## src/rtl/lsu_mem_port.sv

```systemverilog
// RV32I data-memory port: lane-aligns stores, builds byte enables, runs the
// req/gnt/rvalid handshake and right-justifies load data for the extender.
module lsu_mem_port #(
    parameter int WIDTH   = 32,
    parameter int TIMEOUT = 255
) (
    input  logic             clk,
    input  logic             rst,
    input  logic             req_valid,
    input  logic             req_we,
    input  logic [2:0]       selector,
    input  logic [WIDTH-1:0] addr,
    input  logic [WIDTH-1:0] store_data,
    output logic [WIDTH-1:0] load_data,
    output logic             done,
    output logic             stall,
    output logic             misaligned,
    output logic             timeout_err,
    output logic             mem_req,
    output logic             mem_we,
    output logic [WIDTH-1:0] mem_addr,
    output logic [3:0]       mem_be,
    output logic [WIDTH-1:0] mem_wdata,
    input  logic             mem_gnt,
    input  logic             mem_rvalid,
    input  logic [WIDTH-1:0] mem_rdata
);

    typedef enum logic [1:0] {S_IDLE, S_REQ, S_WAIT, S_DONE} state_t;
    typedef enum logic [1:0] {SZ_WORD, SZ_HALF, SZ_BYTE} size_t;

    localparam logic [7:0] CNT_LAST = 8'(TIMEOUT - 1);

    function automatic size_t size_of(input logic [2:0] sel);
        case (sel)
            3'd1, 3'd3: size_of = SZ_HALF;
            3'd2, 3'd4: size_of = SZ_BYTE;
            default:    size_of = SZ_WORD;
        endcase
    endfunction

    function automatic logic is_misaligned(input size_t sz, input logic [1:0] o);
        case (sz)
            SZ_HALF: is_misaligned = o[0];
            SZ_BYTE: is_misaligned = 1'b0;
            default: is_misaligned = (o != 2'b00);
        endcase
    endfunction

    function automatic logic [3:0] byte_en(input size_t sz, input logic [1:0] o);
        case (sz)
            SZ_HALF: byte_en = 4'b0011 << o;
            SZ_BYTE: byte_en = 4'b0001 << o;
            default: byte_en = 4'b1111;
        endcase
    endfunction

    function automatic logic [WIDTH-1:0] lane_data(input size_t sz, input logic [WIDTH-1:0] d);
        case (sz)
            SZ_HALF: lane_data = {2{d[15:0]}};
            SZ_BYTE: lane_data = {4{d[7:0]}};
            default: lane_data = d;
        endcase
    endfunction

    state_t           state_q;
    logic [7:0]       cnt_q;
    logic [1:0]       off_q;
    logic [WIDTH-1:0] load_data_q;
    logic             done_q;
    logic             mis_q;
    logic             to_q;
    logic             req_q;
    logic             we_q;
    logic [WIDTH-1:0] addr_q;
    logic [3:0]       be_q;
    logic [WIDTH-1:0] wdata_q;

    size_t            sz_d;
    logic [1:0]       off_d;
    logic             mis_d;
    logic [3:0]       be_d;
    logic [WIDTH-1:0] wdata_d;
    logic             finish_d;
    logic             expire_d;

    always_comb begin
        sz_d    = size_of(selector);
        off_d   = addr[1:0];
        mis_d   = is_misaligned(sz_d, off_d);
        be_d    = byte_en(sz_d, off_d);
        wdata_d = lane_data(sz_d, store_data);
        // A response in the same cycle as the last counted cycle wins over the abort.
        finish_d = ((state_q == S_REQ) && mem_gnt && mem_rvalid) ||
                   ((state_q == S_WAIT) && mem_rvalid);
        expire_d = ((state_q == S_REQ) || (state_q == S_WAIT)) && !finish_d &&
                   (cnt_q == CNT_LAST);
    end

    always_ff @(posedge clk or posedge rst) begin
        if (rst) begin
            state_q     <= S_IDLE;
            cnt_q       <= 8'd0;
            off_q       <= 2'b00;
            load_data_q <= '0;
            done_q      <= 1'b0;
            mis_q       <= 1'b0;
            to_q        <= 1'b0;
            req_q       <= 1'b0;
            we_q        <= 1'b0;
            addr_q      <= '0;
            be_q        <= 4'b0000;
            wdata_q     <= '0;
        end else if (finish_d) begin
            state_q <= S_DONE;
            req_q   <= 1'b0;
            done_q  <= 1'b1;
            if (!we_q)
                load_data_q <= mem_rdata >> {off_q, 3'b000};
        end else if (expire_d) begin
            state_q     <= S_DONE;
            req_q       <= 1'b0;
            done_q      <= 1'b1;
            to_q        <= 1'b1;
            load_data_q <= '0;
        end else begin
            case (state_q)
                S_IDLE: begin
                    if (req_valid) begin
                        we_q    <= req_we;
                        addr_q  <= {addr[WIDTH-1:2], 2'b00};
                        be_q    <= be_d;
                        wdata_q <= wdata_d;
                        off_q   <= off_d;
                        cnt_q   <= 8'd0;
                        if (mis_d) begin
                            state_q <= S_DONE;
                            done_q  <= 1'b1;
                            mis_q   <= 1'b1;
                        end else begin
                            state_q <= S_REQ;
                            req_q   <= 1'b1;
                        end
                    end
                end
                S_REQ: begin
                    cnt_q <= cnt_q + 8'd1;
                    if (mem_gnt) begin
                        state_q <= S_WAIT;
                        req_q   <= 1'b0;
                    end
                end
                S_WAIT: begin
                    cnt_q <= cnt_q + 8'd1;
                end
                default: begin
                    state_q <= S_IDLE;
                    done_q  <= 1'b0;
                    mis_q   <= 1'b0;
                    to_q    <= 1'b0;
                end
            endcase
        end
    end

    assign load_data   = load_data_q;
    assign done        = done_q;
    assign misaligned  = mis_q;
    assign timeout_err = to_q;
    assign mem_req     = req_q;
    assign mem_we      = we_q;
    assign mem_addr    = addr_q;
    assign mem_be      = be_q;
    assign mem_wdata   = wdata_q;
    assign stall       = req_valid & ~done_q;

endmodule

```

## config.mk

```make
export PLATFORM = sky130hd
export DESIGN_NAME = lsu_mem_port
export DESIGN_NICKNAME = d
export VERILOG_FILES = /design/src/rtl/lsu_mem_port.sv
export SDC_FILE = /design/constraint.sdc
export NUM_CORES = 1
export LEC_CHECK = 0
export CAP_MARGIN = 20
export CORE_ASPECT_RATIO = 0.8
export CORE_MARGIN = 4
export CORE_UTILIZATION = 45
export DETAILED_ROUTE_END_ITERATION = 10
export PLACE_DENSITY = 0.91
export SETUP_SLACK_MARGIN = 0.02
export SYNTH_ARGS = -nofsm -noshare
export SYNTH_HDL_FRONTEND = slang
export SYNTH_SLANG_ARGS = --single-unit
```

## constraint.sdc

```tcl
create_clock -name clk -period 5.4 [get_ports clk]
set_clock_uncertainty 0.15 [all_clocks]
set_input_delay 1.08 -clock clk [delete_from_list [all_inputs] [get_ports clk]]
set_output_delay 1.08 -clock clk [all_outputs]
set_load 0.02 [all_outputs]
```

Word level (Yosys, flattened, before mapping)
Cells that the tools add are included.
{"block": "classes", "n_addsub": 1, "n_eq_ne": 19, "shift": 3, "mux": 28, "bitwise": 5, "n_reduce_logical": 25}
{"cell": "$mux 32", "count": 3}
{"cell": "$pmux 32 s2", "count": 1}
{"cell": "$shr 32x5->32", "count": 1}
{"cell": "$ne 4x4->1 const B", "count": 4}
{"cell": "$pmux 8 s2", "count": 1}
{"cell": "$reduce_and 4->1", "count": 3}
{"cell": "$mux 1", "count": 11}
{"cell": "$mux 2", "count": 5}
{"cell": "$add 8x1->8 const B", "count": 1}
{"cell": "$eq 8x8->1 const B", "count": 1}
{"cell": "$mux 8", "count": 1}
{"cell": "$pmux 4 s2", "count": 1}
{"cell": "$eq 3x2->1 const B", "count": 2}
{"cell": "$ne 2x2->1 const B", "count": 3}
{"cell": "$pmux 1 s2", "count": 3}
{"cell": "$pmux 2 s3", "count": 1}
{"cell": "$reduce_and 3->1", "count": 2}
{"cell": "$reduce_bool 2->1", "count": 3}
{"cell": "$reduce_or 2->1", "count": 3}
{"cell": "$logic_and 1x1->1", "count": 5}
{"cell": "$reduce_and 5->1", "count": 1}
{"cell": "$eq 2x1->1 const B", "count": 2}
{"cell": "$eq 2x2->1 const B", "count": 2}
{"cell": "$not 1->1", "count": 4}
{"cell": "15 further kinds", "count": 17}
{"block": "totals", "reg_bits": 115, "output_inout_bits": 106, "word_cells": 93}

Depth between registers and ports, before layout
Gate-level depths: netlist of run 1.
{"block": "depth", "ltp_word": 10, "ltp_mapped": 9, "depth_no_buf": 8}

Worst setup path before layout of run 1
Ideal clock, no wire load.
{"block": "synth_timing", "kind": "input-to-reg", "from": "input selector[1]", "to": "register req_q (netlist: mem_req)", "setup_ps": 82, "arrival_ps": 2608, "required_ps": 5168, "slack_ps": 2560, "path_stages": 8, "path_buffers": 1, "path_cell_list": "xor2_1 > nor2b_1 > ha_1 > clkbuf_1 > o21ai_1 > nand3_1 > or3b_1 > a31oi_1"}
{"block": "synth_via", "elab_chain_cells": 7, "word_cells_on_any_way": 12}
{"element": "start: declaration", "line_no": "11", "text": "input logic [2:0] selector,"}
{"element": "$eq 3x2->1, or another cell as far along", "line_no": "35", "text": "case (sel)"}
{"element": "$reduce_or 2->1", "line_no": "35"}
{"element": "$pmux 2 s2 *", "line_no": "35"}
{"element": "$eq 2x2->1 or $eq 2x1->1 (tied branches)", "line_no": "43", "text": "case (sz)"}
{"element": "$pmux 1 s2 *", "line_no": "43"}
{"element": "$ne 4x4->1 (no source line) *"}
{"element": "$reduce_and 4->1 (no source line) *"}
{"element": "end signal: assignment", "line_no": "109", "text": "req_q <= 1'b0;"}
{"element": "end signal: assignment", "line_no": "116", "text": "req_q <= 1'b0;"}
{"element": "end signal: assignment", "line_no": "122", "text": "req_q <= 1'b0;"}
{"element": "end: declaration", "line_no": "73", "text": "logic req_q;"}
Every way passes the cells marked *; elsewhere a longest branch is shown, timed or not.
A chain may end at the register's enable or synchronous reset.

Final worst setup path of run 1
{"block": "layout_timing", "from": "input req_valid", "to": "output stall"}
{"block": "layout_via", "elab_chain_cells": 1}
{"element": "start: declaration", "line_no": "9", "text": "input logic req_valid,"}
{"element": "$and 1x1->1", "line_no": "175", "text": "assign stall = req_valid & ~done_q;"}
{"element": "end: declaration", "line_no": "16", "text": "output logic stall,"}
Every way passes these cells.

==> results of run 1 <==
## registers in the layout, summed over array words and instances (netlist names), 2 cells and up
| signal | count |
|---|---|
| load_data | 32 |
| mem_wdata | 32 |
| mem_addr | 30 |
| cnt_q | 8 |
| mem_be | 4 |
| off_q | 2 |
| state_q | 2 |
## kinds of logic after synthesis
group	Yosys count	share of synthesized area, %
adders and majority gates	8	1.793
other	1	0.06717
and+or+nand+nor	259	20.80
buffers and inverters	60	4.729
DFF	115	51.55
muxes	25	4.572
xor gates and xnor gates	1	0.1569
AOI/OAI and AO/OA	116	16.34
## synth_stat cells, types with 2 or more instances
cell       instances  area share [%]
a211o_1            8             1.3
a211oi_1           2            0.27
a21o_1            18             2.4
a21oi_1            6            0.54
a221oi_1          16             2.5
a2bb2oi_1          8             1.3
a31o_2             2            0.31
a31oi_1            2            0.22
a32o_1             8             1.4
buf_2             21             1.9
buf_4              3            0.40
clkbuf_1          13            0.87
dfrtp_1          115              52
ha_1               8             1.8
inv_1             20             1.3
mux2i_1           24             4.3
nand2_1          166              11
nand2b_1           3            0.34
nand3_1            6            0.54
nand4_1            2            0.22
nor2_1            26             1.7
nor2b_1           29             3.2
nor3_1            10            0.90
nor4_1             9             1.0
o21ai_0           14             1.3
o31ai_1           21             2.8
## per-layer routing
layer	track usage, %	share of wire [%]	up-vias
met5	0	0	-
met4	6.677	1.1	0
met3	6.495	7.3	20
met2	37.51	49	195
met1	29.86	43	2417
li1	-	-	2421
## stage by stage
step / hold slack (ns) / setup slack, ns / instance area, um2
floorplan: 0.3430 / 1.126 / 5587
global placement: 0.3060 / 1.810 / 7757
detailed placement: 0.3116 / 1.807 / 7757
CTS: 0.3248 / 1.786 / 8351
global route: 0.3344 / 1.738 / 8351
finish: 0.3200 / 1.791 / 8351
## power groups by stage
stage          Clock [mW]  Sequential, mW  Combinational, mW
3_3_place_gp            0            1.44               2.33
6_report             1.12            1.45               2.38
2_1_floorplan           0            1.85              0.951
3_5_place_dp            0            1.46               2.39
5_1_grt              1.19            1.50               2.58
4_1_cts              1.14            1.45               2.40
## layout make-up
| type | instances | area (um2) |
|---|---|---|
| fill | 932 | 3811 |
| sequential | 115 | 2878 |
| multi-input combinational | 411 | 2459 |
| timing repair buffer | 217 | 2150 |
| clock buffer | 21 | 460.4 |
| tap | 152 | 190.2 |
| clock inverter | 10 | 132.6 |
| inverter | 21 | 81.33 |
## worst min path at each step
stage / slack (ns) / endpoint / start / cells after the start
final: 0.32 / mem_addr[21] / mem_addr[21] / 2
after global placement: 0.31 / mem_addr[20] / mem_addr[20] / 2
after global routing: 0.33 / mem_addr[8] / mem_addr[8] / 2
after detailed placement: 0.31 / mem_wdata[5] / mem_wdata[5] / 2
after floorplan: 0.34 / cnt_q[6] / cnt_q[6] / 1
after CTS: 0.32 / mem_wdata[5] / mem_wdata[5] / 2
## worst min-delay path, delay by kind of cell, from the launching register on
family	cells	cell delay, ns
simple gates	2	0.10
flops	1	0.34
==> impl_metrics.json, run 1 <==
{
  "synthFlopType": "dfrtp_1",
  "p_leak_nw": 3.837,
  "antenna_found_initial": 0,
  "switching_share_pct": 38.56,
  "vdd_drop_max_v": 0.0003150,
  "synth_edf_count": 0,
  "yosys_warnings": 0,
  "drt_pass1_iterations": 4,
  "finalCritPeriodShare_pct": 66.84,
  "cts-root-buf": "clkbuf_16",
  "finalHoldViolCount": 0,
  "dieArea_mm2": 0.01426,
  "setup_violations": 0,
  "hold_buffers": 0,
  "r2r_slack_ns": 2.79,
  "rsz0062_at_grt": "no",
  "endpoint": "stall",
  "initialDrtViolationCount": 403,
  "utilization_pct": 68.66,
  "wire_per_inst_um": 17.02,
  "synth-async-reset-ratio_pct": 100.0,
  "clock.fmax_ghz": 0.2771,
  "timing.slew.headroom_pct": 36.58,
  "post-cts-setup-buffer-count": 0,
  "power_frac_clock_pct": 22.7,
  "final_cells": 947,
  "syn_inst": 585,
  "fin_setup_tns_ns": 0,
  "cts_max_level": 4,
  "worst-endpoint-arrival_ns": 2.38,
  "p_comb_share_pct": 48.1,
  "die_h_um": 107.6,
  "r2r-start": "state_q[0]",
  "start_util_pct": 45.91,
  "synth_area_per_cell_um2": 9.543,
  "cts_max_path_buffers": 2,
  "p_int_mw": 3.043,
  "port_buffers": 208,
  "grt_pass1_vias": 5167,
  "ys_seq_area_share_pct": 51.55,
  "final_layout_size_suffix_gt1_share_pct": 6.918,
  "p_seq_share_pct": 29.3,
  "p_switching_mw": 1.910,
  "dp.cells": 916,
  "crit_slowest_cell": "clkdlybuf4s50_1",
  "gp_congestion": 0.8682,
  "grt_pass1_wl_um": 26120,
  "finalWirelength_um": 16120,
  "synth_area_mm2": 0.005583,
  "die_w_um": 132.5,
  "clk_pin_slew_ns": 0.05,
  "worstSetupPathType": "primary input to output port",
  "track_usage_pct": 22.89,
  "coreArea_mm2": 0.01216,
  "drv_slew": 0,
  "r2r_end": "mem_wdata[18]",
  "status": "finished, final reports clean",
  "required_ns": 4.17,
  "hold_path.class": "flop to flop",
  "maxCapViolCount": 0,
  "ys_seq_elements": 115,
  "dp_hpwl_um": 11630,
  "final_nets": 896,
  "fin_crit_ns": 3.609,
  "worstPathMaxFanout": 5,
  "vias": 5053,
  "ant_nets": 0,
  "ys_types": 51,
  "critPathLaunchType": "primary input",
  "drc": 0,
  "end_kind": "output port",
  "final_cell_mix": "208 x clkdlybuf4s50_1, 166 x nand2_1, 115 x dfrtp_1",
  "area_delta_synth_final_pct": 49.57,
  "tightest_slew_ns": 0.9513,
  "critical_path.max_stage_delay_ns": 0.61,
  "cts_made_buffers": 17,
  "critPathBufInv": 2,
  "final_common_cell": "clkdlybuf4s50_1",
  "rows": 36,
  "p_total_mw": 4.952,
  "startpoint": "req_valid",
  "r2r_cells": 7,
  "cts_tree": "built",
  "cts.repair.resized": 0,
  "cp.depth": 3,
  "routed_via_density": 5.336,
  "clock_latency_ns": 0.40,
  "cts_sinks": 115,
  "p_per_area_mw_per_mm2": 593.1,
  "critical_path.top_delay_family": "buffers and inverters",
  "grt_max_degree": 56,
  "cp_common_cell": "clkdlybuf4s50_1",
  "io_pins": 211,
  "overflow": 0,
  "antenna_cells": 0,
  "crit_chain": "clkdlybuf4s50_1 > nor2b_1 > clkdlybuf4s50_1"
}
Power figures use the tool's default switching activity.
==> run 2: changes to the inputs <==
- CORE_UTILIZATION: 45 -> 40
- PLACE_DENSITY: 0.91 -> 0.87
- clock period: 5.4 -> 3.24 ns (I/O delays scaled with it)
==> run 2 against run 1 <==
  * Final cell count increased by 3.3%
  * Sequential share of layout area fell by 0.57 points
  * Global-route usage down 1.8 points
  * Via count grew 2.0%
  * Critical path depth stayed put
  * Utilization down 6.2 points
  * Combinational power increased by 70%
  * Worst hold slack improved by 0.00091 ns
  * Sequential power rose by 68%
  * Non-clock buffer count rose by 5
  * Clock power increased by 72%
  * Final area is 1.7% higher
  * Critical endpoint unchanged
==> impl_metrics.json, run 2 (synthesis results as in run 1) <==
{
  "fin_crit_ns": 2.767,
  "ant_nets": 0,
  "cts_max_level": 4,
  "utilization_pct": 62.45,
  "startpoint": "req_valid",
  "coreArea_mm2": 0.01360,
  "layout_setup_ws_ns": 0.4732,
  "grt_pass1_vias": 5173,
  "fin_hold_ws_ns": 0.3210,
  "wire_per_inst_um": 17.22,
  "cts_tree": "built",
  "required_ns": 2.44,
  "rows": 38,
  "grt_max_degree": 116,
  "die_h_um": 113.7,
  "finalCritPeriodShare_pct": 85.39,
  "drt_pass1_iterations": 5,
  "final_area_mm2": 0.008492,
  "fin_setup_tns_ns": 0,
  "hold_path.class": "flop to flop",
  "r2r_end": "mem_wdata[20]",
  "dp.cells": 949,
  "final_layout_size_suffix_gt1_share_pct": 7.268,
  "setup_violations": 0,
  "finalHoldViolCount": 0,
  "dp_slack_ns": 0.3411,
  "clock.fmax_ghz": 0.3614,
  "dp_hpwl_um": 12180,
  "placed_area_mm2": 0.007881,
  "r2r-start": "state_q[0]",
  "die_w_um": 140.1,
  "antenna_cells": 0,
  "worst-endpoint-arrival_ns": 1.97,
  "timing.slew.headroom_pct": 49.47,
  "cts_sinks": 115,
  "routed_via_density": 5.268,
  "min-delay-start": "load_data[10]",
  "endpoint": "stall",
  "start_util_pct": 41.06,
  "p_leak_nw": 3.895,
  "cts.repair.resized": 0,
  "hold_buffers": 0,
  "end_kind": "output port",
  "area_delta_synth_final_pct": 52.11,
  "worstPathMaxFanout": 5,
  "r2r_slack_ns": 0.77,
  "grt_pass1_wl_um": 26930,
  "initialDrtViolationCount": 353,
  "met3_usage_pct": 6.580,
  "final_cells": 978,
  "critPathLaunchType": "primary input",
  "status": "finished, final reports clean",
  "vdd_drop_max_v": 0.0005213,
  "use_met1_pct": 28.48,
  "port_buffers": 208,
  "rsz0062_at_grt": "no",
  "finalWirelength_um": 16840,
  "worstSetupPathType": "primary input to output port",
  "tightest_slew_ns": 0.7563,
  "track_usage_pct": 21.09,
  "cts_max_path_buffers": 2,
  "gp_congestion": 0.8592,
  "clk_pin_slew_ns": 0.05,
  "drc": 0,
  "r2r_cells": 7,
  "final_cell_mix": "208 x clkdlybuf4s50_1, 166 x nand2_1, 115 x dfrtp_1",
  "maxCapViolCount": 0,
  "io_pins": 211,
  "antenna_found_initial": 0,
  "gr-usage-met2_pct": 33.10,
  "p_total_mw": 8.400,
  "cts_made_buffers": 17,
  "p_per_area_mw_per_mm2": 989.2,
  "busiest_layer": "met2",
  "dieArea_mm2": 0.01592,
  "final_common_cell": "clkdlybuf4s50_1",
  "post-cts-setup-buffer-count": 0,
  "drv_slew": 0,
  "vias": 5152,
  "clock_latency_ns": 0.40,
  "overflow": 0,
  "final_nets": 901,
  "cts-root-buf": "clkbuf_16"
}
-- run 2: worst min path at each step --
| stage | cells past startpoint | slack (ns) | endpoint |
|---|---|---|---|
| 2_1_floorplan | 1 | 0.34 | cnt_q[6] |
| 3_3_place_gp | 2 | 0.31 | mem_addr[22] |
| 3_5_place_dp | 2 | 0.31 | mem_addr[26] |
| 4_1_cts | 2 | 0.32 | mem_addr[26] |
| 5_1_grt | 1 | 0.33 | load_data[15] |
| 6_report | 1 | 0.32 | load_data[10] |
-- run 2: layout make-up --
cell class / instances / area [um2]
Clock buffer: 25 / 515.5
Clock inverter: 4 / 95.09
Fill cell: 1110 / 5106
Inverter: 21 / 82.58
Multi-Input combinational cell: 411 / 2459
Sequential cell: 115 / 2878
Tap cell: 180 / 225.2
Timing Repair Buffer: 222 / 2237
-- run 2: layer usage --
metal / up-vias / part of all wire, %
met4: 0 / 1.6
met1: 2462 / 44
li1: 2424 / -
met3: 27 / 8.4
met5: - / 0
met2: 239 / 46
-- run 2: where the power goes --
part | leakage (nW) | switching [mW] | internal [mW] | total, mW
clock | 0.301 | 0.611 | 1.32 | 1.93
sequential | 1.45 | 0.377 | 2.06 | 2.43
combinational | 2.14 | 2.22 | 1.82 | 4.04
total | 3.89 | 3.21 | 5.19 | 8.40
-- run 2: worst max-delay path, stage by stage --
cell	delay, ns
clkdlybuf4s50_1	0.55
nor2b_1	0.16
clkdlybuf4s50_1	0.61
==> run 3: changes to the inputs <==
- CELL_PAD_IN_SITES_DETAIL_PLACEMENT: unset -> 0
- CELL_PAD_IN_SITES_GLOBAL_PLACEMENT: unset -> 1
- CORE_UTILIZATION: 40 -> 30
- HOLD_SLACK_MARGIN: unset -> 0.02
- PLACE_DENSITY: 0.87 -> 0.88
==> run 3 against run 2 <==
  * Die area up 31%
  * Non-clock buffer count rose by 1
  * Sequential share of layout area shrank 0.43 points
  * Sequential power about the same
  * Global-route usage is 4.4 points lower
  * Via count fell by 1.8%
  * Utilization down 15 points
  * Count of clock-buffer cells in the layout shrank 1
  * Final cell count is 7.9% higher
  * Final area rose by 1.3%
  * Largest power group unchanged
==> impl_metrics.json, run 3 (synthesis results as in run 1) <==
{
  "drc": 0,
  "clock_latency_ns": 0.41,
  "p_leak_nw": 3.896,
  "routed_via_density": 4.796,
  "switching_share_pct": 38.74,
  "dp.cells": 1023,
  "fin_hold_ws_ns": 0.3205,
  "met3_length_um": 1205,
  "track_usage_pct": 16.73,
  "port_buffers": 208,
  "placed_area_mm2": 0.007993,
  "grt_max_degree": 60,
  "end_kind": "output port",
  "die_w_um": 160.5,
  "rsz0062_at_grt": "no",
  "final_area_mm2": 0.008602,
  "start_util_pct": 30.64,
  "cts_tree": "built",
  "drv_slew": 0,
  "cts-root-buf": "clkbuf_16",
  "finalHoldViolCount": 0,
  "clock.fmax_ghz": 0.3616,
  "required_ns": 2.44,
  "hold_buffers": 0,
  "coreArea_mm2": 0.01822,
  "worstPathMaxFanout": 5,
  "antenna_found_initial": 0,
  "worstSetupPathType": "primary input to output port",
  "power_frac_clock_pct": 22.9,
  "overflow": 0,
  "grt_pass1_wl_um": 27600,
  "fin_setup_tns_ns": 0,
  "rows": 44,
  "layout_setup_ws_ns": 0.4746,
  "tightest_slew_ns": 0.8059,
  "area_delta_synth_final_pct": 54.08,
  "status": "finished, final reports clean",
  "vias": 5060,
  "wire_per_inst_um": 16.45,
  "finalCritPeriodShare_pct": 85.35,
  "cts_max_path_buffers": 2,
  "post-cts-setup-buffer-count": 0,
  "p_seq_share_pct": 29.5,
  "fill_cells": 1682,
  "critPathLaunchType": "primary input",
  "final_cell_mix": "208 x clkdlybuf4s50_1, 166 x nand2_1, 115 x dfrtp_1",
  "route.met2.wl_um": 7546,
  "fin_crit_ns": 2.765,
  "maxCapViolCount": 0,
  "vdd_drop_max_v": 0.0004573,
  "final_layout_size_suffix_gt1_share_pct": 7.855,
  "grt_pass1_vias": 4962,
  "final_common_cell": "clkdlybuf4s50_1",
  "clk_pin_slew_ns": 0.05,
  "final_cells": 1055,
  "p_per_area_mw_per_mm2": 970.8,
  "multiInputGateArea_mm2": 0.002459,
  "p_int_mw": 5.116,
  "met1Wirelength_um": 8395,
  "p_switching_mw": 3.235,
  "dp_slack_ns": 0.3495,
  "cts_made_buffers": 17,
  "die_h_um": 130.0,
  "cts_sinks": 115,
  "initialDrtViolationCount": 321,
  "register_area_mm2": 0.002878,
  "cts_max_level": 4,
  "hold_path.class": "flop to flop",
  "io_pins": 211,
  "p_comb_share_pct": 47.7,
  "gp_congestion": 0.7995,
  "final_nets": 902,
  "dp_hpwl_um": 12510,
  "ant_nets": 0,
  "worst-endpoint-arrival_ns": 1.97,
  "top_layer_used": "met4",
  "drt_pass1_iterations": 5,
  "finalWirelength_um": 17360,
  "antenna_cells": 0,
  "dieArea_mm2": 0.02087,
  "cts.repair.resized": 0,
  "setup_violations": 0,
  "timing.slew.headroom_pct": 46.16
}
==> run 3: worst max-delay path, cell delays in order <==
cell and delay, ns:
clkdlybuf4s50_1 0.56, nor2b_1 0.15, clkdlybuf4s50_1 0.61
==> run 3: final timing paths <==
kind                              from  cells after the start            to  slack (ns)
max in group asynchronous          rst                      3    state_q[0]        1.74
min in group asynchronous          rst                      2  mem_addr[19]        0.58
min                        mem_addr[5]                      2   mem_addr[5]        0.32
max                          req_valid                      3         stall        0.47
max reg2reg                 state_q[0]                      6      cnt_q[7]        0.82
min reg2reg                mem_addr[5]                      2   mem_addr[5]        0.32
==> run 3: through the flow <==
| step | util, % | power [mW] |
|---|---|---|
| finish | 47.21 | 8.351 |
| global route | 47.21 | 8.890 |
| floorplan | - | 4.673 |
| detailed placement | 43.86 | 6.498 |
| global placement | 43.86 | 6.433 |
| CTS | 47.21 | 8.453 |
==> run 3: layer usage <==
| layer | vias up | global-route usage, % |
|---|---|---|
| met4 | 0 | 4.957 |
| met1 | 2422 | 23.92 |
| met3 | 19 | 5.652 |
| met2 | 175 | 24.06 |
| met5 | - | 0 |
| li1 | 2444 | - |
==> run 3: cell type report <==
class / count / share of cell area, %
clock buffer: 24 / 5.949
clock inverter: 8 / 1.135
inverter: 21 / 0.9600
multi-input combinational: 411 / 28.58
sequential: 115 / 33.45
tap: 253 / 3.680
timing repair buffer: 223 / 26.24
==> run 3: power groups by stage <==
stage,sequential [mW],combinational [mW],clock (mW)
after floorplan,3.09,1.59,0
after global placement,2.48,3.96,0
after detailed placement,2.48,4.02,0
after CTS,2.46,4.03,1.96
after global routing,2.54,4.31,2.04
final,2.46,3.98,1.91
